$ cat src/rtl/nh_conv_mac_pkg.sv
// nh_conv_mac_pkg: sizing and pixel packing shared with the NH controller.
// Element idx = r*NH_DIM+c lives at [idx*PIX_WIDTH +: PIX_WIDTH].
package nh_conv_mac_pkg;

  localparam int NH_DIM    = 3;
  localparam int PIX_WIDTH = 8;
  localparam int WT_WIDTH  = 8;
  localparam int ACC_WIDTH = 20;
  localparam int OUT_WIDTH = 16;
  localparam int NH_SHIFT  = 0;

  localparam int N      = NH_DIM * NH_DIM;
  localparam int T      = $clog2(N);
  localparam int LAT    = T + 2;
  localparam int ADDR_W = $clog2(N);
  localparam int PROD_W = PIX_WIDTH + WT_WIDTH + 1;
  localparam int NH_W   = PIX_WIDTH * N;

  typedef logic [PIX_WIDTH-1:0]        pix_t;
  typedef logic signed [WT_WIDTH-1:0]  wt_t;
  typedef logic signed [PROD_W-1:0]    prod_t;
  typedef logic signed [ACC_WIDTH-1:0] acc_t;

  localparam logic [0:0] NO_KERNEL = 1'b0;
  localparam logic [0:0] ARMED     = 1'b1;

  function automatic pix_t nh_pix(
    input logic [NH_W-1:0] nh,
    input int              idx
  );
    return nh[idx*PIX_WIDTH +: PIX_WIDTH];
  endfunction

endpackage

$ cat src/rtl/nh_conv_mac_if.sv
// nh_conv_mac_if: neighbourhood stream, weight bus and result port.
// master drives stream/weights; slave is the MAC.
interface nh_conv_mac_if;
  import nh_conv_mac_pkg::*;

  logic                        dval;
  logic [NH_W-1:0]             current_nh;
  logic                        wt_we;
  logic [ADDR_W-1:0]           wt_addr;
  wt_t                         wt_data;
  logic                        wt_commit;
  logic                        kernel_ready;
  logic                        result_valid;
  logic signed [OUT_WIDTH-1:0] result;
  logic                        drop_err;

  modport master (
    output dval, current_nh,
    output wt_we, wt_addr, wt_data, wt_commit,
    input  kernel_ready, result_valid,
    input  result, drop_err
  );

  modport slave (
    input  dval, current_nh,
    input  wt_we, wt_addr, wt_data, wt_commit,
    output kernel_ready, result_valid,
    output result, drop_err
  );

endinterface

$ cat src/rtl/nh_conv_mac_adder_tree.sv
// nh_adder_tree: registered binary reduction, one level per cycle.
// Slot N_IN of every level is a constant zero, so odd leftovers pass through.
module nh_adder_tree #(
  parameter int N_IN  = 9,
  parameter int IN_W  = 17,
  parameter int ACC_W = 20,
  parameter int LVL   = $clog2(N_IN)
) (
  input  logic                    clock,
  input  logic                    reset,
  input  logic                    in_valid,
  input  logic [N_IN*IN_W-1:0]    in_data,
  output logic                    out_valid,
  output logic signed [ACC_W-1:0] out_sum
);

  logic signed [ACC_W-1:0] src [0:LVL-1][0:N_IN];
  logic signed [ACC_W-1:0] rg  [1:LVL][0:N_IN];
  logic [LVL:1]            vld;

  function automatic int clampi(input int k);
    return (k > N_IN) ? N_IN : k;
  endfunction

  // level 0 is the sign-extended input, deeper levels read registers
  always_comb begin
    for (int l = 0; l < LVL; l++)
      for (int i = 0; i <= N_IN; i++)
        src[l][i] = '0;
    for (int i = 0; i < N_IN; i++)
      src[0][i] = ACC_W'($signed(in_data[i*IN_W +: IN_W]));
    for (int l = 1; l < LVL; l++)
      for (int i = 0; i <= N_IN; i++)
        src[l][i] = rg[l][i];
  end

  // pairwise sums per level plus the matching valid shift
  always_ff @(posedge clock or negedge reset) begin
    if (!reset) begin
      for (int l = 1; l <= LVL; l++)
        for (int i = 0; i <= N_IN; i++)
          rg[l][i] <= '0;
      vld <= '0;
    end else begin
      for (int l = 1; l <= LVL; l++)
        for (int i = 0; i <= N_IN; i++)
          rg[l][i] <= src[l-1][clampi(2*i)]
                    + src[l-1][clampi(2*i+1)];
      vld[1] <= in_valid;
      for (int l = 2; l <= LVL; l++)
        vld[l] <= vld[l-1];
    end
  end

  assign out_sum   = rg[LVL][0];
  assign out_valid = vld[LVL];

endmodule

$ cat src/rtl/nh_conv_mac.sv
// nh_conv_mac: neighbourhood x double-buffered kernel, tree, scale, saturate.
// Define NH_CONV_MAC_RELU_EN to clamp negative results to zero.
module nh_conv_mac
  import nh_conv_mac_pkg::*;
#(
  parameter int SHIFT = NH_SHIFT
) (
  input logic          clock,
  input logic          reset,
  nh_conv_mac_if.slave bus
);

  localparam acc_t SAT_HI = acc_t'((1 <<< (OUT_WIDTH-1)) - 1);
  localparam acc_t SAT_LO = ~SAT_HI;

  logic [0:0]          state;
  wt_t                 shadow [0:N-1];
  wt_t                 active [0:N-1];
  prod_t               prod   [0:N-1];
  logic [N*PROD_W-1:0] prod_q;
  logic                v1;
  logic                tree_v;
  acc_t                tree_sum;
  acc_t                scaled;
  acc_t                sat;

  assign bus.kernel_ready = (state == ARMED);

  // kernel FSM and both weight banks; commit copies pre-write shadow
  always_ff @(posedge clock or negedge reset) begin
    if (!reset) begin
      state <= NO_KERNEL;
      for (int i = 0; i < N; i++) begin
        shadow[i] <= '0;
        active[i] <= '0;
      end
    end else begin
      if (bus.wt_commit) begin
        state <= ARMED;
        for (int i = 0; i < N; i++)
          active[i] <= shadow[i];
      end
      if (bus.wt_we && (int'(bus.wt_addr) < N))
        shadow[bus.wt_addr] <= bus.wt_data;
    end
  end

  // element products against the bank active this cycle
  always_comb begin
    for (int i = 0; i < N; i++)
      prod[i] = $signed({1'b0, nh_pix(bus.current_nh, i)})
              * active[i];
  end

  // stage 1 register; neighbourhoods without a kernel are dropped
  always_ff @(posedge clock or negedge reset) begin
    if (!reset) begin
      prod_q       <= '0;
      v1           <= 1'b0;
      bus.drop_err <= 1'b0;
    end else begin
      for (int i = 0; i < N; i++)
        prod_q[i*PROD_W +: PROD_W] <= prod[i];
      v1 <= bus.dval & bus.kernel_ready;
      if (bus.dval && !bus.kernel_ready)
        bus.drop_err <= 1'b1;
    end
  end

  nh_adder_tree #(
    .N_IN  (N),
    .IN_W  (PROD_W),
    .ACC_W (ACC_WIDTH)
  ) u_tree (
    .clock     (clock),
    .reset     (reset),
    .in_valid  (v1),
    .in_data   (prod_q),
    .out_valid (tree_v),
    .out_sum   (tree_sum)
  );

  // floor shift then clamp into the signed output range
  always_comb begin
    scaled = tree_sum >>> SHIFT;
    sat    = scaled;
    if (scaled > SAT_HI)
      sat = SAT_HI;
    else if (scaled < SAT_LO)
      sat = SAT_LO;
`ifdef NH_CONV_MAC_RELU_EN
    if (sat[ACC_WIDTH-1])
      sat = '0;
`else
    sat = sat;
`endif
  end

  // output stage; result holds between valid beats
  always_ff @(posedge clock or negedge reset) begin
    if (!reset) begin
      bus.result_valid <= 1'b0;
      bus.result       <= '0;
    end else begin
      bus.result_valid <= tree_v;
      if (tree_v)
        bus.result <= sat[OUT_WIDTH-1:0];
    end
  end

endmodule
$ cat src/flat_wrapper.sv
// flat-port wrapper written by rule: the top's interface ports become plain ports
module nh_conv_mac_flat import nh_conv_mac_pkg::*;
#(
  parameter int SHIFT = NH_SHIFT
)
  (clock, reset, bus_dval, bus_current_nh, bus_wt_we, bus_wt_addr, bus_wt_data, bus_wt_commit, bus_kernel_ready, bus_result_valid, bus_result, bus_drop_err);
  nh_conv_mac_if bus_i ();
  input logic clock;
  input logic reset;
  input wire logic [$bits(bus_i.dval)-1:0] bus_dval;
  input wire logic [$bits(bus_i.current_nh)-1:0] bus_current_nh;
  input wire logic [$bits(bus_i.wt_we)-1:0] bus_wt_we;
  input wire logic [$bits(bus_i.wt_addr)-1:0] bus_wt_addr;
  input wire logic [$bits(bus_i.wt_data)-1:0] bus_wt_data;
  input wire logic [$bits(bus_i.wt_commit)-1:0] bus_wt_commit;
  output wire logic [$bits(bus_i.kernel_ready)-1:0] bus_kernel_ready;
  output wire logic [$bits(bus_i.result_valid)-1:0] bus_result_valid;
  output wire logic [$bits(bus_i.result)-1:0] bus_result;
  output wire logic [$bits(bus_i.drop_err)-1:0] bus_drop_err;
  assign bus_i.dval = bus_dval;
  assign bus_i.current_nh = bus_current_nh;
  assign bus_i.wt_we = bus_wt_we;
  assign bus_i.wt_addr = bus_wt_addr;
  assign bus_i.wt_data = bus_wt_data;
  assign bus_i.wt_commit = bus_wt_commit;
  assign bus_kernel_ready = bus_i.kernel_ready;
  assign bus_result_valid = bus_i.result_valid;
  assign bus_result = bus_i.result;
  assign bus_drop_err = bus_i.drop_err;
  nh_conv_mac #(.SHIFT(SHIFT)) u_core (.clock(clock), .reset(reset), .bus(bus_i));
endmodule
$ cat config.mk
export PLATFORM = sky130hd
export DESIGN_NAME = nh_conv_mac_flat
export DESIGN_NICKNAME = d
export VERILOG_FILES = /design/src/rtl/nh_conv_mac_pkg.sv /design/src/rtl/nh_conv_mac_if.sv /design/src/rtl/nh_conv_mac_adder_tree.sv /design/src/rtl/nh_conv_mac.sv /design/src/flat_wrapper.sv
export SDC_FILE = /design/constraint.sdc
export NUM_CORES = 2
export LEC_CHECK = 0
export ABC_AREA = 1
export CORE_ASPECT_RATIO = 0.6
export CORE_MARGIN = 4
export CORE_UTILIZATION = 64
export CTS_CLUSTER_SIZE = 25
export DETAILED_ROUTE_END_ITERATION = 12
export PLACE_DENSITY = 0.91
export SLEW_MARGIN = 30
export SYNTH_ARGS = -nofsm -noshare
export SYNTH_HDL_FRONTEND = slang
export SYNTH_SLANG_ARGS = --single-unit
export TNS_END_PERCENT = 30
$ cat constraint.sdc
create_clock -name clock -period 6.07 [get_ports clock]
set_clock_uncertainty 0.1 [all_clocks]
set_input_delay 1.214 -clock clock [delete_from_list [all_inputs] [get_ports clock]]
set_output_delay 1.214 -clock clock [all_outputs]
set_load 0.1 [all_outputs]
Yosys cells after proc, flatten, opt, wreduce, memory -nomap -nowiden
Index checks and enable logic that the tools add are counted.

Bitwise logic cells: 2. $lt $le $gt $ge: 5. Mux-type cells: 5. Multipliers: 9. $add $sub $neg: 8. Reduce and logical (&&, ||, !) cells: 4.

Operator list (number): 9-bit by 8-bit multiplier with 17-bit output (9); 17-bit by 17-bit adder with 18-bit output (4); 72-bit bitwise mux (1); 18-bit by 18-bit adder with 19-bit output (2); 8-bit demux with 4-bit select (1); 16-bit 2-to-1 mux (2); 20-bit by 17-bit adder with 20-bit output (1); 20-bit adder (1); 20-bit by 16-bit greater-than comparator with 1-bit output, second input constant (1); 20-bit by 16-bit < comparator with 1-bit output, second input constant (1); 8-bit 2-to-1 mux (1); 5-bit >= comparator, second input constant (1); 5-bit by 1-bit < comparator with 1-bit output, second input constant (1); 4-bit NOT with 5-bit output (1); 4-bit < comparator, second input constant (1); 1-bit logical AND (3); 1-bit bitwise AND (1); 1-bit zero test (1).

Register bits: 524. Output and inout port bits: 19.

Logic depth before layout (Yosys ltp)
Depth in word-level cells: 6. Depth in mapped cells: 21. Mapped depth without buffers: 20.

Cells and area by module
Synthesis repeated with hierarchy kept, for this count alone.

Cells, all modules: 6013. Area, all modules: 45758.9 µm².

Modules (own cells, without submodules): nh_conv_mac (instances 1, sequential area each 7932.6 µm², cells an instance 4237, area an instance 32319.7 µm²); nh_adder_tree (instances 1, sequential area each 5129.9 µm², cells an instance 1776, area an instance 13439.1 µm²).

Worst setup path before layout
No wires, ideal clock.

Path type: input to register. Start: input port bus_current_nh[56]. End: register u_core.prod_q[133]. Setup slack: 1.005 ns. Required time: 5.853 ns. Data arrival time: 4.849 ns. Stages: 17. Library setup time: 0.117 ns. Path through: clkbuf_1 or2_2 fa_1 fa_1 inv_1 fa_1 inv_1 fa_1 inv_1 ha_1 nand2_1 o21ai_1 nand2_1 nand2_1 nand2_1 nand3_1 nand2_1.

RTL lines: start, declared (line flat_wrapper.sv:11) `input wire logic [$bits(bus_i.current_nh)-1:0] bus_current_nh;`; end signal, assigned by index (line nh_conv_mac.sv:63) `prod_q[i*PROD_W +: PROD_W] <= prod[i];`; end, declared (line nh_conv_mac.sv:20) `logic [N*PROD_W-1:0] prod_q;`.

==> out/results.txt <==
Crit-path max cell delay - 0.64 ns
DRC Markers - 0
Register area share after synthesis - 0.295
CTS Sinks - 522
Fin crit period - 5.11 ns
TritonCTS Buffers - 50
Crit-path max FO - 8
DIE WIDTH - 348 microns
Chip height - 212 microns
H-tree depth - 2
Initial antenna violation count - 6
Post-detail-place hpwl - 87200 microns
Pre-CTS setup slack - 0.416 ns
CP Launch Point - bus_current_nh[24]
Static leakage - 28.6 nW
DRT Wirelength - 110000 microns
Launching point of the worst reg2reg path - u_core.active[23]$_DFFE_PN0P_
Fraction of layout cells with a size suffix above 1 - 0.0276
Worst min path class - reg -> reg
Mean routed wirelength per cell - 16.8 microns
Via Count - 35300
Core region area - 68200 sq um
FMAX - 196 MHz
FP Rows - 74
Port Buffers - 107
Post-synth cell types - 35
Arr. time, crit path - 5.55 ns
CP most frequent cell - fa_1
First-pass GRT wire length - 180000 microns
CP cell instances - clkdlybuf4s50_1, or2_2, fa_1, fa_1, inv_1, fa_1, inv_1, fa_1, inv_1, ha_1, nand2_1, o21ai_1, nand3_1, nand2_1, xor2_1
Synth Cell Area - 44300 sq um
Worst skew pair latency - 0.64 ns
Setup_tns - 0 ns
DR vias/cell - 5.38
Hold_buf cts - 0
Clock slew at reported path FFs - 0.06 ns
Filler instances - 5081
Synth-to-Final Area Change - 7.56%
Root Buffer - clkbuf_16
Worst setup slack after layout - 0.960 ns
Die ar. - 73600 sq um
Postcts setup bufs - 0
R2r endpoint - u_core.prod_q[110]$_DFF_PN0_
RSZ-0062 raised after global routing - no
Initial DRC count - 3678
GRT Total Usage - 0.305
Final setup fails - 0
Worst setup SP type - primary input
Hold depth - 0
EDFF count, synth - 0
Worst Reg-to-Reg Cells - 13
PD cells - 530 nW/um^2
Power, Total - 25.2 mW
Max Transition Viols Final - 0
Final net count - 6575
Ys flop type - dfrtp_1
Max-Cap Viols - 0
WS Path Type - in -> reg
CTS tree - yes
Clk buf depth - 3
CP Capture Type - flip-flop
Async set-reset flop share out of synthesis - 1.00
Register bit total from synthesis - 522
Worst Path Buf+Inv - 4
Status - finished, final reports clean
Syn Nets - 6566
Final Hold Vio Count - 0
CTS resizes - 0
CP delay by family, top - adder cells
Total gr overflow - 0
Worst-margin pin slew - 1.02 ns
Slew HR - 0.316
Slowest CP cell - clkdlybuf4s50_1
Initial core utilization - 0.649
Global placement routability congestion - 0.959
Largest net degree at the start of global routing - 151
Boundary Pins - 108
Final Cycle Share - 0.842
Final ANT Viol Nets - 0
Critical path depth in cells - 15
Synth Area per Inst - 7.90 sq um
Critical Path Sink - u_core.prod_q[63]$_DFF_PN0_
Flop-to-flop setup slack - 1.42 ns
Cells after synthesis - 5607
YS warnings - 0
Worst VDD drop - 0.325 mV
Worst Path Required - 6.51 ns
Vias in the first global route - 35000
Detailed Routing Iterations Pass 1 - 7
==> area by class of cell <==
type,instances,area (sq um),share of cell area
Tap cell,912,1140,0.0240
Clock inverter,35,339,0.00712
Clock buffer,56,1300,0.0274
Timing Repair Buffer,120,1210,0.0255
Inverter,1246,4680,0.0982
Antenna cell,3,7.51,0.000158
Multi-Input combinational cell,3676,25900,0.543
Sequential cell,522,13100,0.274
==> logic make-up (layout without fill, tap and decap cells) <==
kind of cell             Yosys count  after routing  share of synthesized area
AO/OA/AOI/OAI                    431            431                     0.0513
AND/OR/NAND/NOR                 2233           2233                      0.201
other                              0              3                          0
XOR/XNOR                         142            142                     0.0281
adder cells (fa/ha/maj)          870            870                      0.304
buffers and inverters           1409           1457                      0.121
flip-flops                       522            522                      0.295
==> Yosys cell counts, types with 11 or more instances <==
cell type	number	area [sq um]
a21o_1	11	82.6
a21oi_1	199	996
a31oi_1	15	93.8
and2_1	19	119
buf_2	13	65.1
clkbuf_1	146	548
dfrtp_1	522	13100
fa_1	341	6830
ha_1	529	6620
inv_1	1237	4640
nand2_1	1672	6280
nand3_1	182	911
nand4_1	19	119
nor2_1	260	976
nor3_1	34	170
o21ai_0	173	866
or2_2	33	206
xnor2_1	37	324
xor2_1	105	920
==> metal layers <==
metal  wire length [microns]  part of all wire  GRT usage
met5                      70           0.00064          0
met4                    2600             0.024     0.0734
met3                   12700              0.12     0.0924
met2                   45000              0.41      0.440
met1                   49700              0.45      0.453
==> cell usage in the layout (no fill, tap or decap), types with 3 or more instances in the layout <==
| cell type | instances |
|---|---|
| nand4_1 | 19 |
| nor2_1 | 260 |
| o21ai_1 | 10 |
| bufinv_16 | 3 |
| clkinv_2 | 14 |
| clkinv_4 | 4 |
| buf_4 | 9 |
| ha_1 | 529 |
| clkbuf_1 | 3 |
| a21o_1 | 11 |
| o21a_1 | 3 |
| inv_2 | 3 |
| dfrtp_1 | 522 |
| nand3_1 | 182 |
| fa_1 | 341 |
| clkbuf_8 | 3 |
| inv_1 | 1236 |
| clkdlybuf4s50_1 | 104 |
| a21oi_1 | 199 |
| o21bai_1 | 10 |
| xor2_1 | 105 |
| nor3_1 | 34 |
| and2_1 | 19 |
| diode_2 | 3 |
| xnor2_1 | 37 |
| buf_12 | 4 |
| clkinvlp_4 | 7 |
| o21ai_2 | 8 |
| clkinv_1 | 7 |
| o21ai_0 | 173 |
| a31oi_1 | 15 |
| nor2_4 | 3 |
| or2_2 | 33 |
| clkbuf_16 | 50 |
| inv_6 | 4 |
| nand3b_1 | 5 |
| nand2_1 | 1672 |
==> state kept, by name (all words and copies together) (netlist names) <==
register,count
u_core.active,72
u_core.bus.drop_err,1
u_core.bus.kernel_ready,1
u_core.bus.result,16
u_core.bus.result_valid,1
u_core.prod_q,153
u_core.shadow,72
u_core.u_tree.out_sum,20
u_core.u_tree.rg,181
u_core.u_tree.vld,4
u_core.v1,1
==> worst register-to-register path, cell delays in order (launching register included) <==
cell and delay [ns]:
dfrtp_1 0.38, clkinv_1 0.33, or2_2 0.42, fa_1 0.45, fa_1 0.49, inv_1 0.05
fa_1 0.49, inv_1 0.05, fa_1 0.48, inv_1 0.04, ha_1 0.41, nand3_1 0.15
nand2_1 0.17, xor2_1 0.47
==> per-stage QoR <==
stage	instance area, sq um	std cells	hold slack [ns]	utilization
3_5_place_dp	46000	6476	0.235	0.674
6_report	47600	6570	0.238	0.698
3_3_place_gp	46000	6476	0.233	0.674
5_1_grt	47600	6569	0.236	0.698
2_1_floorplan	44300	5607	0.231	-
4_1_cts	47600	6567	0.228	0.698
==> worst min path at each step <==
stage | from | end | slack, ns
floorplan | u_core.u_tree.rg[540]$_DFF_PN0_ | u_core.u_tree.rg[360]$_DFF_PN0_ | 0.23
global placement | u_core.prod_q[138]$_DFF_PN0_ | u_core.u_tree.rg[702]$_DFF_PN0_ | 0.23
detailed placement | u_core.u_tree.rg[700]$_DFF_PN0_ | u_core.u_tree.rg[540]$_DFF_PN0_ | 0.23
CTS | u_core.u_tree.rg[716]$_DFF_PN0_ | u_core.u_tree.rg[556]$_DFF_PN0_ | 0.23
global route | u_core.u_tree.rg[714]$_DFF_PN0_ | u_core.u_tree.rg[554]$_DFF_PN0_ | 0.24
finish | u_core.u_tree.rg[716]$_DFF_PN0_ | u_core.u_tree.rg[556]$_DFF_PN0_ | 0.24
==> report_power, final <==
group	total, mW	leakage (nW)	switching [mW]	internal, mW
logic	16.1	21.5	10.3	5.72
registers	5.97	6.38	0.978	4.99
clock network	3.20	0.801	1.49	1.71
total	25.2	28.6	12.8	12.4
No activity file was read; power rests on OpenSTA's default activity.
